**src/rtl/inst_boot_loader_pkg.sv**
```systemverilog
// inst_boot_loader_pkg: shared state encoding and header framing constants for the boot loader
package inst_boot_loader_pkg;

    typedef enum logic [2:0] {
        S_HDR,
        S_DATA,
        S_WRITE,
        S_SETTLE,
        S_RUN,
        S_ERR
    } boot_state_t;

    localparam int         HDR_BYTES = 2;
    localparam logic [1:0] HDR_LAST  = 2'(HDR_BYTES - 1);

endpackage

```
**src/rtl/inst_boot_loader_byte_packer.sv**
```systemverilog
// inst_boot_loader_byte_packer: assembles little-endian bytes into a 32-bit word
module inst_boot_loader_byte_packer (
    input  logic        i_clk,
    input  logic        i_rst_n,
    input  logic        i_clear,
    input  logic        i_accept,
    input  logic [7:0]  i_byte,
    output logic [1:0]  o_cnt,
    output logic [31:0] o_word,
    output logic        o_word_done
);

    logic [1:0]  r_cnt;
    logic [31:0] r_word;

    assign o_cnt       = r_cnt;
    assign o_word      = {i_byte, r_word[31:8]};
    assign o_word_done = i_accept && r_cnt == 2'd3;

    // Shift each accepted byte in from the top so byte 0 ends up in bits [7:0]
    always_ff @(posedge i_clk or negedge i_rst_n) begin
        if (!i_rst_n) begin
            r_cnt  <= 2'd0;
            r_word <= 32'd0;
        end else if (i_clear) begin
            r_cnt  <= 2'd0;
        end else if (i_accept) begin
            r_cnt  <= r_cnt + 2'd1;
            r_word <= o_word;
        end
    end

endmodule

```
**src/rtl/inst_boot_loader.sv**
```systemverilog
// inst_boot_loader: loads a header-framed byte image into instruction memory, then releases core reset
module inst_boot_loader
    import inst_boot_loader_pkg::*;
#(
    parameter int DEPTH_WORDS   = 256,
    parameter int SETTLE_CYCLES = 2
) (
    input  logic        i_clk,
    input  logic        i_rst_n,
    input  logic        i_rx_valid,
    input  logic [7:0]  i_rx_data,
    output logic        o_rx_ready,
    input  logic        i_boot_start,
    output logic [31:0] o_inst_addr_load,
    output logic [31:0] o_inst_load,
    output logic        o_load_en,
    output logic        o_rst_n_mem,
    output logic        o_core_rst_n,
    output logic        o_busy,
    output logic        o_done,
    output logic        o_err
);

    boot_state_t r_state, w_next;
    logic        r_mem_up;
    logic [15:0] r_count, r_idx, r_settle;
    logic [31:0] r_addr, r_inst;
    logic        r_load_en;
    logic        w_rx_ready, w_accept, w_hdr_done, w_clear, w_word_done;
    logic [1:0]  w_cnt;
    logic [31:0] w_word;
    logic [15:0] w_hdr_count;

    // Bytes are only taken while collecting a header or data, and never before memory leaves reset
    assign w_rx_ready  = r_mem_up && (r_state == S_HDR || r_state == S_DATA);
    assign w_accept    = i_rx_valid && w_rx_ready;
    assign w_hdr_done  = r_state == S_HDR && w_accept && w_cnt == HDR_LAST;
    assign w_hdr_count = w_word[31:16];
    assign w_clear     = w_hdr_done || !(r_state == S_HDR || r_state == S_DATA);

    inst_boot_loader_byte_packer u_packer (
        .i_clk       (i_clk),
        .i_rst_n     (i_rst_n),
        .i_clear     (w_clear),
        .i_accept    (w_accept),
        .i_byte      (i_rx_data),
        .o_cnt       (w_cnt),
        .o_word      (w_word),
        .o_word_done (w_word_done)
    );

    // State register
    always_ff @(posedge i_clk or negedge i_rst_n) begin
        if (!i_rst_n) r_state <= S_HDR;
        else          r_state <= w_next;
    end

    // Next-state decode and status outputs
    always_comb begin
        w_next       = r_state;
        o_busy       = 1'b0;
        o_done       = 1'b0;
        o_err        = 1'b0;
        o_core_rst_n = 1'b0;
        case (r_state)
            S_HDR: begin
                o_busy = r_mem_up;
                if (w_hdr_done)
                    w_next = (w_hdr_count == 16'd0) ? S_SETTLE :
                             (w_hdr_count > 16'(DEPTH_WORDS)) ? S_ERR : S_DATA;
            end
            S_DATA: begin
                o_busy = 1'b1;
                if (w_word_done) w_next = S_WRITE;
            end
            S_WRITE: begin
                o_busy = 1'b1;
                w_next = (r_idx + 16'd1 == r_count) ? S_SETTLE : S_DATA;
            end
            S_SETTLE: begin
                o_busy = 1'b1;
                if (r_settle == 16'(SETTLE_CYCLES - 1)) w_next = S_RUN;
            end
            S_RUN: begin
                o_done       = 1'b1;
                o_core_rst_n = 1'b1;
                if (i_boot_start) w_next = S_HDR;
            end
            S_ERR: begin
                o_err = 1'b1;
                if (i_boot_start) w_next = S_HDR;
            end
            default: w_next = S_HDR;
        endcase
    end

    // Datapath: word counters, settle timer and the registered memory write port
    always_ff @(posedge i_clk or negedge i_rst_n) begin
        if (!i_rst_n) begin
            r_mem_up  <= 1'b0;
            r_count   <= 16'd0;
            r_idx     <= 16'd0;
            r_settle  <= 16'd0;
            r_addr    <= 32'd0;
            r_inst    <= 32'd0;
            r_load_en <= 1'b0;
        end else begin
            r_mem_up  <= 1'b1;
            r_load_en <= w_next == S_WRITE;
            r_settle  <= (r_state == S_SETTLE) ? r_settle + 16'd1 : 16'd0;
            if (w_hdr_done) r_count <= w_hdr_count;
            if (r_state == S_HDR) r_idx <= 16'd0;
            else if (r_state == S_WRITE) r_idx <= r_idx + 16'd1;
            if (w_next == S_WRITE) begin
                r_addr <= 32'({r_idx, 2'b00});
                r_inst <= w_word;
            end
        end
    end

    assign o_rx_ready       = w_rx_ready;
    assign o_rst_n_mem      = r_mem_up;
    assign o_load_en        = r_load_en;
    assign o_inst_addr_load = r_addr;
    assign o_inst_load      = r_inst;

endmodule

```
**config.mk**
```make
export PLATFORM = sky130hd
export DESIGN_NAME = inst_boot_loader
export DESIGN_NICKNAME = d
export VERILOG_FILES = /design/src/rtl/inst_boot_loader_pkg.sv /design/src/rtl/inst_boot_loader_byte_packer.sv /design/src/rtl/inst_boot_loader.sv
export SDC_FILE = /design/constraint.sdc
export NUM_CORES = 1
export LEC_CHECK = 0
export CORE_ASPECT_RATIO = 1.1
export CORE_UTILIZATION = 54
export DETAILED_ROUTE_END_ITERATION = 16
export GPL_ROUTABILITY_DRIVEN = 0
export PLACE_DENSITY_LB_ADDON = 0.12
export SLEW_MARGIN = 20
export SYNTH_ARGS = -nofsm -noshare
export SYNTH_HDL_FRONTEND = slang
export SYNTH_SLANG_ARGS = --single-unit
```
**constraint.sdc**
```tcl
create_clock -name i_clk -period 4.2 [get_ports i_clk]
set_input_delay 0.42 -clock i_clk [delete_from_list [all_inputs] [get_ports i_clk]]
set_output_delay 0.42 -clock i_clk [all_outputs]
set_load 0.02 [all_outputs]
```
# --- Word level (Yosys, flattened, before mapping) ---
# Cells that the tools add are included.
op_classes:
  n_addsub: 3
  multipliers: 0
  div_mod_pow: 0
  magnitude_cmp: 1
  n_eq_ne: 10
  shifts: 0
  muxes: 16
  bitwise_logic: 1
  n_reduce_logical: 15
op_table:
  columns: ["cell", "n"]
  rows:
  - ["16-bit two-way mux", 3]
  - ["16-bit by 1-bit adder with 16-bit output, second input constant", 2]
  - ["3-bit two-way mux", 6]
  - ["16-bit by 1-bit equality test with 1-bit output, second input constant", 1]
  - ["16-bit equality test", 1]
  - ["16-bit by 9-bit greater-than comparator with 1-bit output, second input constant", 1]
  - ["16-bit logical NOT", 1]
  - ["3-bit case mux with 5 select lines", 1]
  - ["3-bit by 2-bit equality test with 1-bit output, second input constant", 3]
  - ["3-bit equality test, second input constant", 2]
  - ["2-bit two-way mux", 3]
  - ["1-bit logical AND", 5]
  - ["2-bit nonzero test", 2]
  - ["3-bit by 1-bit equality test with 1-bit output, second input constant", 1]
  - ["3-bit logical NOT", 1]
  - ["3-bit OR reduction", 1]
  - ["2-bit by 1-bit adder with 2-bit output, second input constant", 1]
  - ["2-bit by 1-bit equality test with 1-bit output, second input constant", 1]
  - ["2-bit equality test, second input constant", 1]
  - ["1-bit logical OR", 2]
  - ["1-bit two-way mux", 2]
  - ["1-bit case mux with 2 select lines", 1]
  - ["2-bit AND reduction", 1]
  - ["2-bit OR reduction", 1]
  - ["2 further kinds", 2]
word_totals:
  ff_bits: 135
  latchBits: 0
  ramBits: 0
  rom_bits: 0
  in_bits: 12
  out_inout_bits: 71
  wordCells: 56
  mem_count: 0

# --- Depth between registers and ports, before layout ---
# Gate-level depths: netlist (run 1).
depth:
  word_depth: 9
  depth_mapped: 8
  mapped_depth_nobuf: 7

# --- By module ---
# Synthesis (run 1) repeated with hierarchy kept, for this count alone.
hier_totals:
  cells_unflattened: 510
  hier_area_um2: 6118.4
modules_own_cells:
  columns: ["module", "instances", "cells_per_inst", "area_each_um2", "seq_area_each_um2"]
  rows:
  - ["inst_boot_loader", 1, 442, 4951.0, 2527.4]
  - ["inst_boot_loader_byte_packer", 1, 68, 1167.4, 650.6]

# --- Least setup slack after synthesis (run 1) ---
# Ideal clock, no wire load.
synth_timing:
  path_kind: "flip-flop to output port"
  from: "register r_state[1]"
  to: "output o_done"
  arrival_ns: 1.390
  required_ns: 3.780
  slack_ns: 2.390
  stages_incl_launch_ff: 6
  path_buffers: 2
  cell_sequence: "dfrtp_1 -> buf_2 -> inv_1 -> nand2_1 -> nor2_1 -> buf_4"
synth_via:
  elab_chain_len: 2
synth_lines:
  columns: ["element", "line_no", "rtl"]
  rows:
  - ["start, declared", "inst_boot_loader.sv:24", "boot_state_t r_state, w_next;"]
  - ["start signal, assigned", "inst_boot_loader.sv:55", "else r_state <= w_next;"]
  - ["3-bit equality test", null, null]
  - ["1-bit two-way mux", null, null]
  - ["end, declared", "inst_boot_loader.sv:20", "output logic o_done,"]
# No other way between the ends.

# --- Worst setup path in the final report (run 1) ---
layout_timing:
  from: "register r_state[1]"
  to: "output o_done"
layout_via:
  elab_chain_len: 2
layout_lines:
  columns: ["element", "line_no", "rtl"]
  rows:
  - ["3-bit equality test", "inst_boot_loader.sv:65", "case (r_state)"]
  - ["1-bit two-way mux", "inst_boot_loader.sv:65", null]
# No other way between the ends.

==> results.yml, run 1 <==
logic_synthesis:
  netlist_area_mm2: 0.00600
  ys_seq_area_frac: 0.530
  synth_top_area_cell: "dfrtp_1"
  yosys_warnings: 0
  yosysTopAreaCellShare: 0.530
  synth.top_cells.by_area: "dfrtp_1 53%, mux2_2 16%, xor2_1 2.6%"
  syn_area_per_cell_um2: 12.0
  syn_inst: 502
  synth_ff_type: "dfrtp_1"
  synth-async-reset-ratio: 1.00
  synth-seq-cells: 127
  synth_cell_types: 54
  synth_edf_count: 0
cts:
  htree_levels: 4
  cts_tree: "built"
  clkTransAtPathRegs_ns: 0.06
  clock_latency_ns: 0.42
  numCtsBuffers: 17
  clockBufferDepth: 2
  cts.sinks: 127
  post-cts-setup-buffers: 0
  ctsResizeCount: 0
  root_buffer: "clkbuf_16"
  ctsHoldBuffers: 0
sta:
  post-route-min-period_ns: 2.71
  relSlewSlack: 0.416
  tightest_slew_ns: 0.874
  clock_skew_ns: 0.00764
  slew_violations: 0
  rsz0062_at_grt: "false"
  fin_crit_sh: 0.645
  final-hold-violation-count: 0
  setup_tns_ns: 0
  setup_viol: 0
  fin_hold_ws_ns: 0.105
  fmax_ghz: 0.369
setup_path:
  worstPathArrival_ns: 2.29
  path_max_fanout: 14
  crit_chain: "inv_1 -> nand2_1 -> nor2_1 -> clkdlybuf4s50_1"
  start_kind: "flop"
  required_ns: 3.78
  cp_slowest_cell: "clkdlybuf4s50_1"
  regToRegSetupSlack_ns: 1.80
  critPathBufInv: 2
  critPathCaptureType: "primary output"
  path_delay_family: "buffers and inverters"
  path_class: "flop to primary output"
  max_stage_delay_ns: 0.62
pwr:
  pwr-share-comb: 0.248
  ir_worst_vdd_mv: 0.439
  p_per_area_mw_per_mm2: 619
  swShare: 0.299
  p_int_mw: 3.17
  seq_power_share: 0.401
  p_clk_frac: 0.350
  p_switching_mw: 1.35
  leakage_nw: 3.24
global_route:
  grt_usage: 0.239
  antenna_found_initial: 0
  grt_pass1_vias: 4056
  grt_max_degree: 66
  grt_pass1_wl_mm: 20.7
  grt_overflow: 0
final_layout:
  antenna_cells: 0
  layout.cells.non_filler: 727
  regArea_mm2: 0.00318
  final_cell_mix: "127 x dfrtp_1, 87 x mux2_2, 65 x clkdlybuf4s50_1, 40 x nor2_1, 33 x nand2_1"
  final_common_cell: "dfrtp_1"
  final_core_util: 0.673
  nFillCells: 854
  multiInputGateArea_mm2: 0.00257
  drive_gt1_frac: 0.243
  area.growth.synth_to_final_pct: 21.9
  layout.nets: 584
placed_design:
  hpwl_mm: 8.02
  io_buffers: 66
  dp.cells: 695
die:
  rows: 40
  io_pins: 83
  die_x_um: 103
  die_h_um: 113
  start_util: 0.552
  coreArea_mm2: 0.0109
  dieArea_mm2: 0.0115
drt:
  vias: 3999
  drc: 0
  wl_per_cell_um: 17.0
  drt_iter0_drc: 212
  ant_nets: 0
  drtPass1Iterations: 5
  via_per_inst: 5.50
  routed_wl_mm: 12.3
min_path:
  hold_path.class: "primary input to asynchronous set/reset pin"
outcome:
  status: "finished, final reports clean"
flow_run:
  maxCapViolations: 0
[sequential cells by signal (all words and copies together) (netlist names)]
register and flops:
o_inst_load 32, u_packer.r_word 24, o_inst_addr_load 16, r_count 16
r_idx 16, r_settle 16, r_state 3, u_packer.o_cnt 2
o_load_en 1, o_rst_n_mem 1
[power by group through the flow]
stage / Clock (mW) / Sequential [mW] / Combinational (mW)
final: 1.58 / 1.82 / 1.12
after floorplan: 0 / 1.86 / 0.648
after global placement: 0 / 1.82 / 1.09
after global routing: 1.66 / 1.87 / 1.21
after detailed placement: 0 / 1.83 / 1.12
after CTS: 1.61 / 1.82 / 1.14
[routing by layer]
metal,vias to the layer above,global-route usage,share of wire
met4,0,0.105,0.019
met3,21,0.0610,0.049
li1,1854,-,-
met5,-,0,0
met2,95,0.375,0.49
met1,2029,0.312,0.44
[layout make-up]
cell class | count | area share
clock inverters | 7 | 0.0168
repair buffers | 71 | 0.0952
clock buffers | 25 | 0.0719
well taps | 147 | 0.0252
inverters | 8 | 0.00411
multi-input cells | 342 | 0.352
flip-flops and latches | 127 | 0.435
[metrics by stage]
stage,instance area [µm²],power [mW],setup slack (ns)
after floorplan,6060,2.51,2.39
after global placement,6660,2.91,1.79
after detailed placement,6660,2.95,1.75
after CTS,7310,4.56,1.46
after global routing,7310,4.74,1.36
final,7310,4.53,1.49
[path summary, 6_finish.rpt]
kind / start / to / depth (start not counted)
setup / recovery: r_state[1] / o_done / 4
hold / removal: i_rst_n / o_inst_addr_load[15] / 1
setup reg to reg: r_state[1] / u_packer.r_word[16] / 3
hold reg to reg: u_packer.r_word[14] / u_packer.r_word[14] / 1
max in group asynchronous: i_rst_n / u_packer.r_word[28] / 2
min in group i_clk: u_packer.r_word[14] / u_packer.r_word[14] / 1
[worst reg2reg max path, cell delays in order (launching register included)]
cell,delay (ns)
dfrtp_1,0.59
nor2_1,0.36
nand4_2,0.74
mux2_1,0.60
[logic make-up (layout without fill, tap and decap cells)]
| kind of cell | count (synthesis) | after routing | synth area share |
|---|---|---|---|
| DFF | 127 | 127 | 0.530 |
| other | 2 | 17 | 0.00125 |
| xor gates and xnor gates | 33 | 33 | 0.0482 |
| adders and majority gates | 5 | 5 | 0.0104 |
| muxes | 95 | 95 | 0.177 |
| AOI/OAI and AO/OA | 50 | 50 | 0.0523 |
| and+or+nand+nor | 142 | 142 | 0.129 |
| buffers and inverters | 48 | 111 | 0.0519 |
[Yosys cell counts (4+ instances only)]
cell type,n
inv_1,8
buf_4,18
ha_1,5
clkbuf_8,4
buf_2,12
mux2_2,87
xor2_1,18
mux2i_1,7
nor2_1,40
o21ai_0,23
nand3_1,18
nand2_1,33
nand4_1,6
xnor2_1,15
a31oi_1,6
nor3_1,10
nor4_1,7
dfrtp_1,127
Note: power is estimated with default switching activity, not from simulation.
==> run 2: changes to the inputs <==
- clock period: 4.2 -> 2.7 ns (I/O delays scaled with it)
==> run 2 against run 1 <==
Cell count is 0.69% higher. Core utilization is 0.30 points higher. Clock power is 47% higher. Critical path type unchanged.
==> results.yml, run 2 (synthesis gave the netlist of run 1 again) <==
setup_path:
  path_class: "flop to primary output"
  start_kind: "flop"
  crit_chain: "inv_1 -> nand2_1 -> nor2_1 -> clkdlybuf4s50_1"
  path_max_fanout: 9
  critPathBufInv: 2
  r2r_start: "r_idx[0]"
  crit_path_start: "r_state[1]"
  path_delay_family: "buffers and inverters"
  worstPathArrival_ns: 2.05
  cp_slowest_cell: "clkdlybuf4s50_1"
  critPathCaptureType: "primary output"
  max_stage_delay_ns: 0.62
  required_ns: 2.43
cts:
  cts_tree: "built"
  root_buffer: "clkbuf_16"
  clockBufferDepth: 2
  htree_levels: 4
  cts.sinks: 127
  numCtsBuffers: 17
  clock_latency_ns: 0.40
  ctsResizeCount: 0
  clkTransAtPathRegs_ns: 0.06
drt:
  via_per_inst: 5.40
  dr_wl_met2_mm: 6.08
  highest_layer: "met4"
  drtPass1Iterations: 4
  met3_length_um: 418
  m1WireLength_mm: 5.54
  routed_wl_mm: 12.1
  wl_per_cell_um: 16.6
  vias: 3951
  drt_iter0_drc: 192
  ant_nets: 0
  drc: 0
die:
  die_x_um: 103
  coreArea_mm2: 0.0109
  dieArea_mm2: 0.0115
  io_pins: 83
  die_h_um: 113
  rows: 40
  start_util: 0.552
final_layout:
  drive_gt1_frac: 0.250
  final_cell_mix: "127 x dfrtp_1, 87 x mux2_2, 65 x clkdlybuf4s50_1, 40 x nor2_1, 33 x nand2_1"
  area.growth.synth_to_final_pct: 22.4
  final_common_cell: "dfrtp_1"
  largest_reg_flops: 32
  nFillCells: 835
  antenna_cells: 0
  final_core_util: 0.676
  layout.nets: 589
placed_design:
  post-place-ws_ns: 0.508
  io_buffers: 66
  hpwl_mm: 8.26
sta:
  setup_viol: 0
  rsz0062_at_grt: "false"
  clock_skew_ns: 0.00602
  final-hold-violation-count: 0
  setup_tns_ns: 0
  slew_violations: 0
  tightest_slew_ns: 0.533
  relSlewSlack: 0.645
  fin_crit_sh: 0.860
  post-route-min-period_ns: 2.32
  timing.final.ws_setup_ns: 0.379
  fmax_ghz: 0.431
global_route:
  grt_pass1_vias: 3995
  grt_pass1_wl_mm: 20.3
  antenna_found_initial: 0
  grt_usage: 0.232
  grt_max_degree: 51
  grt_overflow: 0
min_path:
  hold_path.class: "primary input to asynchronous set/reset pin"
outcome:
  status: "finished, final reports clean"
pwr:
  p_per_area_mw_per_mm2: 945
  ir_worst_vdd_mv: 0.612
  leakage_nw: 3.25
flow_run:
  maxCapViolations: 0
==> run 2: cell count changes in the layout (fill, tap and decap cells not counted), moves of 2 or more <==
cell	delta
buf_12	+2
buf_4	+2
clkbuf_8	-5
clkinv_2	+3
==> run 2: report_power, final <==
part | leakage, nW | internal (mW) | total (mW) | switching [mW]
combinational | 1.29 | 0.935 | 1.79 | 0.853
clock | 0.295 | 1.50 | 2.33 | 0.832
sequential | 1.67 | 2.40 | 2.82 | 0.425
total | 3.25 | 4.83 | 6.94 | 2.11
==> run 2: path summary, 6_finish.rpt <==
path / to / slack, ns / depth (start not counted)
max: o_done / 0.38 / 4
min: r_settle[2] / 0.40 / 2
max reg2reg: r_state[1] / 0.50 / 7
min reg2reg: o_inst_addr_load[6] / 0.50 / 1
max in group asynchronous: o_inst_addr_load[7] / 1.59 / 3
min in group i_clk: o_inst_addr_load[6] / 0.50 / 1
==> run 2: cell type report <==
class / count / area (µm²) / area share
Clock buffer: 19 / 453 / 0.0617
Timing Repair Buffer: 76 / 761 / 0.104
Tap cell: 147 / 184 / 0.0250
Multi-Input combinational cell: 342 / 2570 / 0.351
Clock inverter: 13 / 163 / 0.0222
Sequential cell: 127 / 3180 / 0.433
Inverter: 8 / 30.0 / 0.00409
==> run 2: repair_timing <==
item,CTS,global route
hold buffers,1,0
buffers inserted,0,0
endpoints found under the hold margin,38,0
==> run 2: per-layer routing <==
metal / vias to the layer above / GRT usage
met4: 0 / 0.0695
met5: - / 0
met1: 1987 / 0.315
met3: 7 / 0.0560
met2: 78 / 0.367
li1: 1879 / -
==> run 2: stage by stage <==
stage               hold slack, ns  area (µm²)  cells  power [mW]
global route                 0.450        7340    732        7.29
CTS                          0.399        7340    732        7.01
floorplan                  -0.0256        6060    517        3.90
finish                       0.398        7340    732        6.94
global placement             0.291        6720    699        4.55
detailed placement           0.289        6720    699        4.63
==> patch 1: new RTL, config.mk and constraints of run 2 <==
Re-encode `boot_state_t` (6 states) as one-hot, 6 bits wide.
--- a/src/rtl/inst_boot_loader_pkg.sv
+++ b/src/rtl/inst_boot_loader_pkg.sv
@@ -1,13 +1,13 @@
 // inst_boot_loader_pkg: shared state encoding and header framing constants for the boot loader
 package inst_boot_loader_pkg;
 
-    typedef enum logic [2:0] {
-        S_HDR,
-        S_DATA,
-        S_WRITE,
-        S_SETTLE,
-        S_RUN,
-        S_ERR
+    typedef enum logic [5:0] {
+        S_HDR    = 6'b000001,
+        S_DATA   = 6'b000010,
+        S_WRITE  = 6'b000100,
+        S_SETTLE = 6'b001000,
+        S_RUN    = 6'b010000,
+        S_ERR    = 6'b100000
     } boot_state_t;
 
     localparam int         HDR_BYTES = 2;
Function: no difference found for any inputs over 10 cycles, from zero or initial values and one cycle with i_rst_n low; not proved beyond that.
==> patch 1 against run 2 <==
Design area rose by 4.0%. Utilization rose by 1.8 points. Global-route usage rose by 0.11 points. Setup slack got worse by 0.26 ns. Synthesized area rose by 2.6%. Sequential power fell by 7.1%. Sequential cell count rose by 3. Clock power rose by 7%. Wire length rose by 6.0%. Count of clock-buffer cells in the layout did not move. Power fell by 12%. Non-clock buffer count rose by 9. Via count rose by 6.8%. Critical path type unchanged. Largest cell class unchanged.
==> patch 1: results (changes against run 2) <==
Status = completed
Clk power = 2490 uW (+7%)
Comb group = 991 uW (-45%)
Synth area leaders = dfrtp_1 52%, mux2_2 16%, xor2_1 3.1%
Tightest Pin Transition = 0.787 ns (+0.254 ns)
Min Hold Slack = 0.476 ns (+0.0780 ns)
WL/cell = 17.1 um (+3.3%)
Max FO, Critical Path = 4 (-5)
Final worst setup slack = 0.117 ns (-0.262 ns)
Met1 wire length = 5600 um (+1.1%)
R2R Setup Slk = 0.14 ns (-0.36 ns)
Worst-Skew Late Latency = 0.42 ns (+0.02 ns)
Post-Synth XOR/XNOR Area = 5.40% (+0.59 points)
NumNets Final = 608 (+3.2%)
PortBufs = 66 (unchanged)
Vias in the first global route = 4278 (+7.1%)
Antenna cells = 0 (unchanged)
Ys async rst share = 100% (unchanged)
Global Route Usage Sum = 23.3% (+0.11 points)
Layout cells sized above 1 = 26.5% (+1.5 points)
Routed wl met3 = 755 um (+81%)
Number of flip-flops under the largest register name = 32 (unchanged)
Top delay family on crit path = simple AND/OR/NAND/NOR gates
GRT met3 Usage = 7.54% (+1.9 points)
Post-CTS Setup Inserts = 0 (unchanged)
Max incr delay on CP = 0.66 ns (+0.04 ns)
Sequential cell area fraction in the yosys report = 52.8% (-0.13 points)
Iteration count of the initial detailed-routing pass = 4 (unchanged)
Clock skew = 0.00643 ns (+0.000404 ns)
GR Layer Usage met1 = 28.8% (-2.6 points)
Yosys cell types = 56 (+3.7%)
Vias = 4219 (+6.8%)
Met2 usage = 37.9% (+1.2 points)
Met2 WL = 6260 um (+3.1%)
Internal power = 4460 uW (-7.7%)
Lkg Pwr = 0.00338 uW (+3.7%)
Placed instance area = 0.00696 sq mm (+3.6%)
Adder-Cell Fraction of Synth Area = 1.02% (-0.027 points)
Post-synth top cells = 129 x dfrtp_1, 88 x mux2_2, 31 x nor2_1
Mux cell area share after synthesis = 16.1% (-1.6 points)
Ys Warns = 0 (unchanged)
Peak VDD IR = 655 uV (+6.9%)
First-pass GRT wire length = 21300 um (+5.0%)
Largest net degree at the start of global routing = 63 (+24%)
Critical Path AT = 2.31 ns (+0.26 ns)
Post-synthesis area per instance = 11.9 sq um (-0.14%)
Setup slack at placement = 0.0714 ns (-0.437 ns)
Drt initial violations = 171 (-11%)
Compound-cell area share of the yosys netlist = 7.58% (+2.3 points)
Placed cells = 717 (+2.6%)
Finished Layout Cells = 751 (+2.6%)
DP HPWL = 8810 um (+6.6%)
Filler cell count = 816 (-2.3%)
Pwr dens = 798 mW/mm^2 (-16%)
Cts repair resizes = 2 (+2)
==> patch 1: changes by cell type in the layout (fill, tap and decap cells not counted), sizes merged, moves of 5 or more <==
| cell | delta |
|---|---|
| and3 | +5 |
| nor2 | -11 |
| nand3 | -6 |
| mux2i | -7 |
| buf | +9 |
| a21oi | +13 |
| nand2 | -11 |
==> patch 1: cell type report <==
cell class,count,area [sq um],share of cell area [%]
sequential,130,3260,42.6
multi-input combinational,351,2710,35.5
timing repair buffer,85,825,10.8
clock buffer,19,433,5.67
clock inverter,13,208,2.72
tap,147,184,2.41
inverter,6,22.5,0.295
==> patch 1: worst paths after layout <==
check	from	to	depth (start not counted)
max	r_state[3]	o_done	4
min	i_rst_n	r_settle[15]	2
max reg2reg	r_idx[0]	r_state[1]	7
min reg2reg	o_inst_addr_load[14]	o_inst_addr_load[14]	1
max in group asynchronous	i_rst_n	r_settle[5]	3
min in group i_clk	o_inst_addr_load[14]	o_inst_addr_load[14]	1
==> patch 2: new RTL, config.mk and constraints of run 2 <==
Made on the original files. Set the parameter `DEPTH_WORDS` to 128 (it was 256).
--- a/src/rtl/inst_boot_loader.sv
+++ b/src/rtl/inst_boot_loader.sv
@@ -2,7 +2,7 @@
 module inst_boot_loader
     import inst_boot_loader_pkg::*;
 #(
-    parameter int DEPTH_WORDS   = 256,
+    parameter int DEPTH_WORDS   = 128,
     parameter int SETTLE_CYCLES = 2
 ) (
     input  logic        i_clk,
Function: changed (a bounded check fails within 4 cycles, from zero or initial values and one cycle with i_rst_n low).
==> patch 2 against run 2 <==
Sequential share of layout area rose by 0.14 points. Design area fell by 0.32%. Synthesized area fell by 0.88%. Die area fell by 0.86%. Maximum frequency fell by 0.82%. Clock skew rose by 0.0019 ns. Sequential cell count did not move. Power fell by 2.6%. Hold slack improved by 0.077 ns. Setup slack got worse by 0.019 ns. Wire length rose by 1.7%.
==> patch 2: results (changes against run 2) <==
Vias in the first global route = 4236 (+6.0%)
Tightest Pin Transition = 0.721 ns (+0.189 ns)
Clock buffer depth = 2 (unchanged)
GR Layer Usage met1 = 31.3% (-0.16 points)
Worst-Skew Late Latency = 0.41 ns
Yosys cell types = 50 (-7.4%)
Switching share of total power = 28.7% (-1.7 points)
Worst path slowest cell = clkdlybuf4s50_1
Final setup TNS = 0 ns (unchanged)
Filler cell count = 774 (-7.3%)
Peak VDD IR = 609 uV (-0.51%)
WL/cell = 16.9 um (+2.3%)
NumNets Final = 589 (unchanged)
Vias = 4075 (+3.1%)
Ys async rst share = 100% (unchanged)
Reg2reg start = r_idx[7]
Sequential cell area fraction in the yosys report = 53.4% (+0.47 points)
GRT met3 Usage = 5.35% (-0.25 points)
Layout cells sized above 1 = 21.7% (-3.2 points)
Met2 usage = 38.9% (+2.2 points)
Largest net degree at the start of global routing = 56 (+9.8%)
Number of flip-flops under the largest register name = 32 (unchanged)
Clock skew = 0.00797 ns (+0.00194 ns)
Post-synth top cells = 127 x dfrtp_1, 81 x mux2_2, 34 x nand2_1, 34 x nor2_1
Placed instance area = 0.00665 sq mm (-1.0%)
Cell count of the worst reg-to-reg path = 6 (-1)
Clk slew on worst S/H paths = 0.06 ns (about the same)
DP HPWL = 8290 um (+0.42%)
Max FO, Critical Path = 18 (+9)
Worst hold path class = input port to async pin
CTS buffer count = 17 (unchanged)
Post-CTS Setup Inserts = 0 (unchanged)
Status = completed
PortBufs = 66 (unchanged)
Max incr delay on CP = 0.63 ns
Antenna violations before repair = 0 (unchanged)
Drt initial violations = 234 (+22%)
Top delay family on crit path = buffers and inverters
Setup crit end = o_done
Cts repair resizes = 0 (unchanged)
Antenna cells = 0 (unchanged)
First-pass GRT wire length = 21000 um (+3.3%)
Critical Path Start = r_state[1]
R2R Setup Slk = 0.41 ns (-0.09 ns)
Global Route Usage Sum = 24.1% (+0.91 points)
Lkg Pwr = 0.00317 uW (-2.7%)
Iteration count of the initial detailed-routing pass = 4 (unchanged)
Synth area leaders = dfrtp_1 53%, mux2_2 15%, xor2_1 2.4%
patch 2: cell types whose count changed in the layout (fill, tap and decap cells not counted), moves of 4 or more:
cell,change
a21oi_1,+10
a31oi_1,-5
mux2_1,+7
mux2_2,-6
nand3_1,-8
nor2_1,-6
nor2b_1,+6
nor3_1,+4
nor4_1,+4
o21ai_0,-7
o21ai_1,+7
or3_1,+6
patch 2: worst min path at each step:
stage / startpoint / endpoint / slack, ns / depth (start not counted)
2_1_floorplan: i_rst_n / o_inst_addr_load[10] / -0.03 / 0
3_3_place_gp: i_rst_n / o_inst_addr_load[11] / 0.38 / 1
3_5_place_dp: i_rst_n / o_inst_addr_load[11] / 0.39 / 1
4_1_cts: i_rst_n / r_idx[5] / 0.49 / 2
5_1_grt: o_inst_addr_load[12] / o_inst_addr_load[12] / 0.51 / 1
6_report: i_rst_n / r_idx[2] / 0.48 / 2
patch 2: kinds of logic after synthesis:
kind of cell,count (synthesis),share of synthesized area [%]
flops,127,53.4
other cells,2,0.126
buf+inv,53,4.80
simple gates,145,12.4
fa+ha+maj,5,1.05
compound gates,52,5.34
xor+xnor,29,4.27
mux,99,18.5
patch 2: power groups by stage:
stage               clock network (uW)  registers (uW)  logic, uW
global placement                     0            2730       1440
floorplan                            0            2750        936
global route                      2660            2800       1620
finish                            2540            2730       1490
CTS                               2570            2740       1500
detailed placement                   0            2770       1490
patch 2: per-stage QoR:
| step | utilization, % | cells | setup slack [ns] |
|---|---|---|---|
| final | 69.4 | 728 | 0.360 |
| after global routing | 69.4 | 728 | 0.230 |
| after CTS | 69.4 | 728 | 0.336 |
| after detailed placement | 63.1 | 695 | 0.457 |
| after global placement | 63.1 | 695 | 0.499 |
| after floorplan | - | 527 | 0.689 |
patch 2: layout make-up:
cell class | instances | share of cell area (%)
well taps | 143 | 2.44
clock buffers | 19 | 6.19
flip-flops and latches | 127 | 43.4
repair buffers | 73 | 10.1
inverters | 6 | 0.308
clock inverters | 13 | 2.84
multi-input cells | 347 | 34.7
patch 2: repair_timing:
action | CTS | global route
hold buffers | 1 | 0
endpoints found under the hold margin | 52 | 0
endpoints found under the setup margin | 0 | 0
patch 2: per-layer routing:
metal  routed length, um  part of all wire [%]
met4                 202                   1.6
met3                 603                   4.9
met2                6140                    50
met1                5390                    44
met5                   0                     0
